`src/rtl/ras_ctrl.sv`:
```
`default_nettype none
// ============================================================================
// Module   : ras_ctrl
// Brief    : Return-address stack with in-order branch checkpoints for flush
//            recovery. Optional macro RAS_CKPT_TOP_EN also saves/repairs the
//            top entry in each checkpoint.
// Revision : 1.0
// ============================================================================
`ifndef AddrWidth
`define AddrWidth 32
`endif

module ras_ctrl #(
    parameter int ADDR  = `AddrWidth,
    parameter int DEPTH = 8,
    parameter int CKPT  = 4
) (
    input  logic                    clk,
    input  logic                    reset,
    input  logic                    push_en,
    input  logic [ADDR-1:0]         push_addr,
    input  logic                    pop_en,
    output logic                    pop_valid,
    output logic [ADDR-1:0]         pop_target,
    input  logic                    ckpt_req,
    output logic                    ckpt_full,
    output logic [$clog2(CKPT)-1:0] ckpt_id,
    input  logic                    commit_en,
    input  logic                    flush_en,
    input  logic [$clog2(CKPT)-1:0] flush_id
);

    localparam int TW = $clog2(DEPTH);
    localparam int CW = TW + 1;
    localparam int IW = $clog2(CKPT);
    localparam int NW = IW + 1;
    localparam logic [CW-1:0] DEPTH_C = CW'(DEPTH);
    localparam logic [NW-1:0] CKPT_C  = NW'(CKPT);

    logic [ADDR-1:0] mem_q [DEPTH];
    logic [TW-1:0]   tos_q, tos_d;
    logic [CW-1:0]   count_q, count_d;
    logic            pop_valid_q, pop_valid_d;
    logic [ADDR-1:0] pop_target_q, pop_target_d;

    logic [TW-1:0]   slot_tos_q [CKPT];
    logic [CW-1:0]   slot_cnt_q [CKPT];
`ifdef RAS_CKPT_TOP_EN
    logic [ADDR-1:0] slot_top_q [CKPT];
    logic [ADDR-1:0] top_d;
`endif
    logic [IW-1:0]   head_q, head_d, tail_q, tail_d;
    logic [NW-1:0]   cnt_q, cnt_d;

    logic            mem_we;
    logic [TW-1:0]   mem_wa;
    logic [ADDR-1:0] mem_wd;
    logic            ckpt_take;
    logic            commit_ok;
    logic [IW-1:0]   flush_off;

    assign ckpt_full  = (cnt_q == CKPT_C);
    assign ckpt_id    = tail_q;
    assign pop_valid  = pop_valid_q;
    assign pop_target = pop_target_q;

    // A flush squashes every same-cycle request, so they never reach the stack.
    assign ckpt_take = ckpt_req & ~ckpt_full & ~flush_en;
    assign commit_ok = commit_en & (cnt_q != '0);
    assign flush_off = flush_id - head_q;

    always_comb begin
        tos_d        = tos_q;
        count_d      = count_q;
        pop_valid_d  = 1'b0;
        pop_target_d = '0;
        if (flush_en) begin
            tos_d   = slot_tos_q[flush_id];
            count_d = slot_cnt_q[flush_id];
        end else if (push_en && pop_en) begin
            if (count_q != '0) begin
                pop_valid_d  = 1'b1;
                pop_target_d = mem_q[tos_q];
            end
        end else if (push_en) begin
            tos_d = tos_q + TW'(1);
            if (count_q != DEPTH_C) begin
                count_d = count_q + CW'(1);
            end
        end else if (pop_en && (count_q != '0)) begin
            pop_valid_d  = 1'b1;
            pop_target_d = mem_q[tos_q];
            tos_d        = tos_q - TW'(1);
            count_d      = count_q - CW'(1);
        end
    end

    always_comb begin
        mem_we = 1'b0;
        mem_wa = tos_q;
        mem_wd = push_addr;
        if (push_en && !flush_en) begin
            mem_we = 1'b1;
            mem_wa = pop_en ? tos_q : tos_q + TW'(1);
        end
`ifdef RAS_CKPT_TOP_EN
        if (flush_en) begin
            mem_we = 1'b1;
            mem_wa = slot_tos_q[flush_id];
            mem_wd = slot_top_q[flush_id];
        end
`endif
    end

`ifdef RAS_CKPT_TOP_EN
    // Top after this cycle's update: a push (alone or with a pop) lands there.
    assign top_d = push_en ? push_addr : mem_q[tos_d];
`endif

    always_comb begin
        head_d = head_q;
        tail_d = tail_q;
        cnt_d  = cnt_q;
        if (flush_en) begin
            tail_d = flush_id + IW'(1);
            if (commit_en) begin
                head_d = head_q + IW'(1);
                cnt_d  = NW'(flush_off);
            end else begin
                cnt_d  = NW'(flush_off) + NW'(1);
            end
        end else begin
            if (ckpt_take) begin
                tail_d = tail_q + IW'(1);
            end
            if (commit_ok) begin
                head_d = head_q + IW'(1);
            end
            case ({ckpt_take, commit_ok})
                2'b10:   cnt_d = cnt_q + NW'(1);
                2'b01:   cnt_d = cnt_q - NW'(1);
                default: cnt_d = cnt_q;
            endcase
        end
    end

    always_ff @(posedge clk or posedge reset) begin
        if (reset) begin
            tos_q        <= '0;
            count_q      <= '0;
            pop_valid_q  <= 1'b0;
            pop_target_q <= '0;
            head_q       <= '0;
            tail_q       <= '0;
            cnt_q        <= '0;
        end else begin
            tos_q        <= tos_d;
            count_q      <= count_d;
            pop_valid_q  <= pop_valid_d;
            pop_target_q <= pop_target_d;
            head_q       <= head_d;
            tail_q       <= tail_d;
            cnt_q        <= cnt_d;
        end
    end

    always_ff @(posedge clk) begin
        if (mem_we) begin
            mem_q[mem_wa] <= mem_wd;
        end
        if (ckpt_take) begin
            slot_tos_q[tail_q] <= tos_d;
            slot_cnt_q[tail_q] <= count_d;
`ifdef RAS_CKPT_TOP_EN
            slot_top_q[tail_q] <= top_d;
`endif
        end
    end

`ifndef SYNTHESIS
    a_flush_id_live: assert property (@(posedge clk) disable iff (reset)
        flush_en |-> (NW'(flush_off) < cnt_q));
`endif

endmodule

`default_nettype wire

```
`config.mk`:
```
export PLATFORM = sky130hd
export DESIGN_NAME = ras_ctrl
export DESIGN_NICKNAME = d
export VERILOG_FILES = /design/src/rtl/ras_ctrl.sv
export SDC_FILE = /design/constraint.sdc
export NUM_CORES = 1
export LEC_CHECK = 0
export CAP_MARGIN = 20
export CORE_ASPECT_RATIO = 0.75
export CORE_MARGIN = 2
export CORE_UTILIZATION = 40
export DETAILED_ROUTE_END_ITERATION = 16
export PLACE_DENSITY = 0.65
export SLEW_MARGIN = 30
export SYNTH_ARGS = -nofsm -noshare
export SYNTH_HDL_FRONTEND = slang
export SYNTH_SLANG_ARGS = --single-unit
```
`constraint.sdc`:
```
create_clock -name clk -period 4 [get_ports clk]
set_input_delay 0.4 -clock clk [delete_from_list [all_inputs] [get_ports clk]]
set_output_delay 0.4 -clock clk [all_outputs]
set_load 0.1 [all_outputs]
```
# ---- Word level (Yosys, flattened, before mapping)
# Memories as Yosys holds them, arrays and structs flattened.
# Index checks and enable logic that the tools add are counted.
dict set report word_totals {
  mem_bits_rw 284
  mem_count 3
  regBits 47
}
dict set report classes {
  n_reduce_logical 10
  add_sub_neg 11
  mux 34
  bitwise_logic 5
  n_eq_ne 5
}
# memory words width rd rd_clocked_by_memory_dff write_ports line
set memory_table {}
lappend memory_table {mem_q 8 32 1 0 1 40} ;# logic [ADDR-1:0] mem_q [DEPTH];
lappend memory_table {slot_cnt_q 4 4 1 0 1 47} ;# logic [CW-1:0] slot_cnt_q [CKPT];
lappend memory_table {slot_tos_q 4 3 1 0 1 46} ;# logic [TW-1:0] slot_tos_q [CKPT];
# op n
set op_table {}
lappend op_table {{$mux W32} 5}
lappend op_table {{$mux W3} 8}
lappend op_table {{$mux W4} 5}
lappend op_table {{$mux W1} 10}
lappend op_table {{$mux W2} 5}
lappend op_table {{$add A2 B1 Y2 const B} 3}
lappend op_table {{$add A3 B1 Y3 const B} 2}
lappend op_table {{$pmux W3 S2} 1}
lappend op_table {{$reduce_bool A3 Y1} 2}
lappend op_table {{$sub A3 B1 Y3 const B} 2}
lappend op_table {{$add A4 B1 Y4 const B} 1}
lappend op_table {{$ne A4 B4 Y1 const B} 1}
lappend op_table {{$reduce_bool A2 Y1} 2}
lappend op_table {{$reduce_bool A4 Y1} 1}
lappend op_table {{$sub A4 B1 Y4 const B} 1}
lappend op_table {{$add A2 B1 Y3 const B} 1}
lappend op_table {{$and A1 B1 Y1} 3}
lappend op_table {{$eq A3 B3 Y1 const B} 1}
lappend op_table {{$logic_and A1 B1 Y1} 3}
lappend op_table {{$eq A2 B1 Y1 const B} 1}
lappend op_table {{$eq A2 B2 Y1 const B} 1}
lappend op_table {{$ne A2 B2 Y1 const B} 1}
lappend op_table {{$not A1 Y1} 2}
lappend op_table {{$reduce_and A2 Y1} 1}
lappend op_table {{other kinds (2)} 2}

# ---- Depth between registers and ports, before layout
dict set report depth {
  depth_word 7
  mapped_depth 10
}

# ---- Worst setup path before layout
# OpenSTA, ideal clock, no wires.
dict set report synth_timing {
  path_kind {reg-to-reg}
  from {reg tos_q[0]}
  to {mem mem_q[3][0] (netlist name), enable pin}
  synth_period_minus_slack_ns 3.247
  stages_incl_launch_ff 8
  setup_time_ns 0.421
  setup_slack_ns 0.753
  arrival_ns 2.826
  t_required_ns 3.579
  path_cell_list {dfrtp_1 > buf_2 > buf_2 > inv_1 > ha_1 > nor3b_1 > o21ai_0 > nor2_1}
}
dict set report synth_between {
  elab_chain_cells 3
}
# item line
set synth_rtl {}
lappend synth_rtl {{start: declaration} 41} ;# logic [TW-1:0] tos_q, tos_d;
lappend synth_rtl {{start signal: assignment} 157} ;# tos_q <= tos_d;
lappend synth_rtl {{$add A3 B1 Y3} 104} ;# mem_wa = pop_en ? tos_q : tos_q + TW'(1);
lappend synth_rtl {{$mux W3} 104}
lappend synth_rtl {{$mux W3 (*)} 102} ;# if (push_en && !flush_en) begin
lappend synth_rtl {{end: declaration} 40}
# Every way passes the cells marked *; elsewhere a longest branch is shown, timed or not.

# ---- Final worst setup path
dict set report layout_timing {
  from {reg cnt_q[2]}
  to {out ckpt_full}
}
dict set report layout_between {
  elab_chain_cells 1
}
# item line
set layout_rtl {}
lappend layout_rtl {{start: declaration} 53} ;# logic [NW-1:0] cnt_q, cnt_d;
lappend layout_rtl {{start signal: assignment} 163} ;# cnt_q <= cnt_d;
lappend layout_rtl {{$eq A3 B3 Y1} 62} ;# assign ckpt_full = (cnt_q == CKPT_C);
lappend layout_rtl {{end: declaration} 26} ;# output logic ckpt_full,
# Every way passes these cells.

==> flow_metrics.tcl <==
set metrics [dict create \
    status "complete, no violations" \
    final_common_cell "edfxtp_1" \
    final_layout_size_suffix_gt1_frac 0.207 \
    wirelength_um 24800 \
    worst_slack_ns 0.853 \
    wl_per_cell_um 21.2 \
    tns_ns 0 \
    startpoint_type "flop" \
    skew_ns 0.0137 \
    synth-adder-area-share 0.00739 \
    synth.area.top_cells "edfxtp_1, mux4_2, dfrtp_1" \
    gr-total-overflow 0 \
    htreeDepth 1 \
    grt_use_total 0.152 \
    power_density_nw_per_um2 556 \
    synth-xor-area-share 0.0109 \
    rsz0062_at_grt "false" \
    synth_cells 644 \
    dieArea_um2 33600 \
    synth_ff_type "edfxtp_1" \
    gp_congestion 0.767 \
    clk_pin_slew_ns 0.07 \
    seq_area_frac_synth 0.754 \
    ir_worst_vdd_uv 397 \
    slew_viol_final 0 \
    nFillCells 2506 \
    critPathCaptureType "output port" \
    fin_crit_sh 0.787 \
    r2r_end "mem_q[3][26]$_DFFE_PP_" \
    grt_pass1_vias 6727 \
    core_area_um2 31500 \
    grt_max_degree 43 \
    synth-simple-area-share 0.0383 \
    maxSlewHeadroom 0.342 \
    num_rows 56 \
    synth.area.mux_share 0.154 \
    start_util 0.409 \
    via_per_inst 5.29 \
    cts.sinks 331 \
    synth-edff-count 284 \
    ys_ff_latch 331 \
    grt_pass1_wl_um 39600 \
    r2r_slack_ns 1.09 \
    tightest_slew_ns 0.984 \
    diodes 0 \
    antenna_found_initial 0 \
    ys_warn_count 0 \
    avgSynthCellArea_um2 20.0 \
    fin_crit_ns 3.15 \
    ctsResizeCount 0 \
    syn_area_um2 12900 \
    die_height_um 159 \
    yosysTopAreaCell "edfxtp_1" \
    fin_util 0.489 \
    fmax_mhz 318 \
    critical_path_required_ns 3.60 \
    insertion_delay_ns 0.56 \
    maxCapViolations 0 \
    min_path_type "primary input to async pin" \
    cts_buffer_depth 3 \
    layout_common_cells "edfxtp_1, clkdlybuf4s50_1, mux4_2, dfrtp_1, nor2_1" \
    dp_slack_ns 0.952 \
    p_leak_nw 5.17 \
    worstReg2RegStart "tos_q[1]$_DFF_PP0_" \
    drc 0 \
    dp_hpwl_um 15700 \
    synth_top_family_by_area "multiplexers" \
    setup_violations 0 \
    synth-compound-area-share 0.0186 \
    vias 6182 \
    r2r_cells 6 \
    criticalPathCategory "flop to output port" \
    portBuffers 76 \
    post_cts_buffers 0 \
    synthesis.nets 692 \
    hold_slack_ns 0.177 \
    first_iter_violations 497 \
    drt_first_pass_iters 5 \
    cts_root_buf "clkbuf_16" \
    synth_cell_types 50 \
    arrival_ns 2.75 \
    holdBufCountCts 0 \
    netlist.area_leader.share 0.662 \
    finalHoldViolations 0 \
    ant_nets 0 \
    async_flop_share 0.142 \
    fp.dieW_um 211 \
    area_growth_pct 19.5 \
    finalNetCount 786 \
    cts_buffers 31 \
    io_pins 77 \
    worstPathMaxFanout 9 \
    cts_tree "yes" \
]
report_power, final:
| group | switching, mW | internal, mW |
|---|---|---|
| clock network | 1.23 | 1.80 |
| logic | 0.879 | 0.560 |
| registers | 0.124 | 3.95 |
stage by stage:
| step | cell area, µm² | total power [mW] | std cells |
|---|---|---|---|
| final | 15400 | 8.55 | 1168 |
| after global routing | 15400 | 8.88 | 1168 |
| after CTS | 15400 | 8.63 | 1168 |
| after detailed placement | 14300 | 5.61 | 1111 |
| after global placement | 14200 | 5.55 | 1107 |
| after floorplan | 12900 | 5.19 | 644 |
synthesized netlist by cell type (4+ instances only):
cell	n
nand3b_1	4
nor2b_1	7
clkbuf_1	7
ha_1	6
buf_4	7
edfxtp_1	284
mux4_2	71
nor2_1	51
xor2_1	8
nand2_1	12
o21ai_0	10
nor3_1	6
nand3_1	4
mux2i_1	36
buf_2	17
nor3b_1	4
dfrtp_1	47
xnor2_1	8
inv_1	13
a21oi_1	5
per-layer routing:
metal	vias to the layer above	wire length, µm	global-route usage
met5	-	0	0
met4	0	422	0.0339
met3	33	1260	0.0264
met2	166	11600	0.243
met1	3226	11400	0.221
li1	2757	-	-
worst max-delay path: stages (launching register included):
cell	delay [ns]
dfrtp_1	0.51
or3b_1	0.47
inv_1	0.08
clkdlybuf4s50_1	1.12
logic make-up after synthesis:
group,count (synthesis)
adders and majority gates,7
DFF,331
muxes,109
AOI/OAI and AO/OA,34
buffers and inverters,46
xor gates and xnor gates,16
and+or+nand+nor,101
registers in the layout (all words and copies together), names as in the netlist:
signal      flops
count_q         4
head_q          2
slot_cnt_q     16
tos_q           3
mem_q         256
cnt_q           3
pop_valid       1
ckpt_id         2
slot_tos_q     12
pop_target     32
worst max path at each step:
stage                               startpoint                      to  slack (ns)  cells after the start
final                     cnt_q[2]$_DFFE_PP0P_               ckpt_full        0.85                      3
after global routing      cnt_q[2]$_DFFE_PP0P_               ckpt_full        0.74                      3
after CTS                 cnt_q[2]$_DFFE_PP0P_               ckpt_full        0.83                      3
after detailed placement                pop_en  mem_q[3][30]$_DFFE_PP_        0.95                      6
after global placement      tos_q[1]$_DFF_PP0_  mem_q[3][17]$_DFFE_PP_        0.92                      5
after floorplan             tos_q[0]$_DFF_PP0_   mem_q[3][0]$_DFFE_PP_        0.75                      7
cell type report:
type,instances,area [µm²],share of cell area
flip-flops and latches,331,9710,0.631
well taps,406,508,0.0330
multi-input cells,267,3020,0.197
inverters,13,48.8,0.00317
clock inverters,19,230,0.0150
clock buffers,38,832,0.0541
repair buffers,94,1030,0.0667
Note: power is estimated with default switching activity, not from simulation.
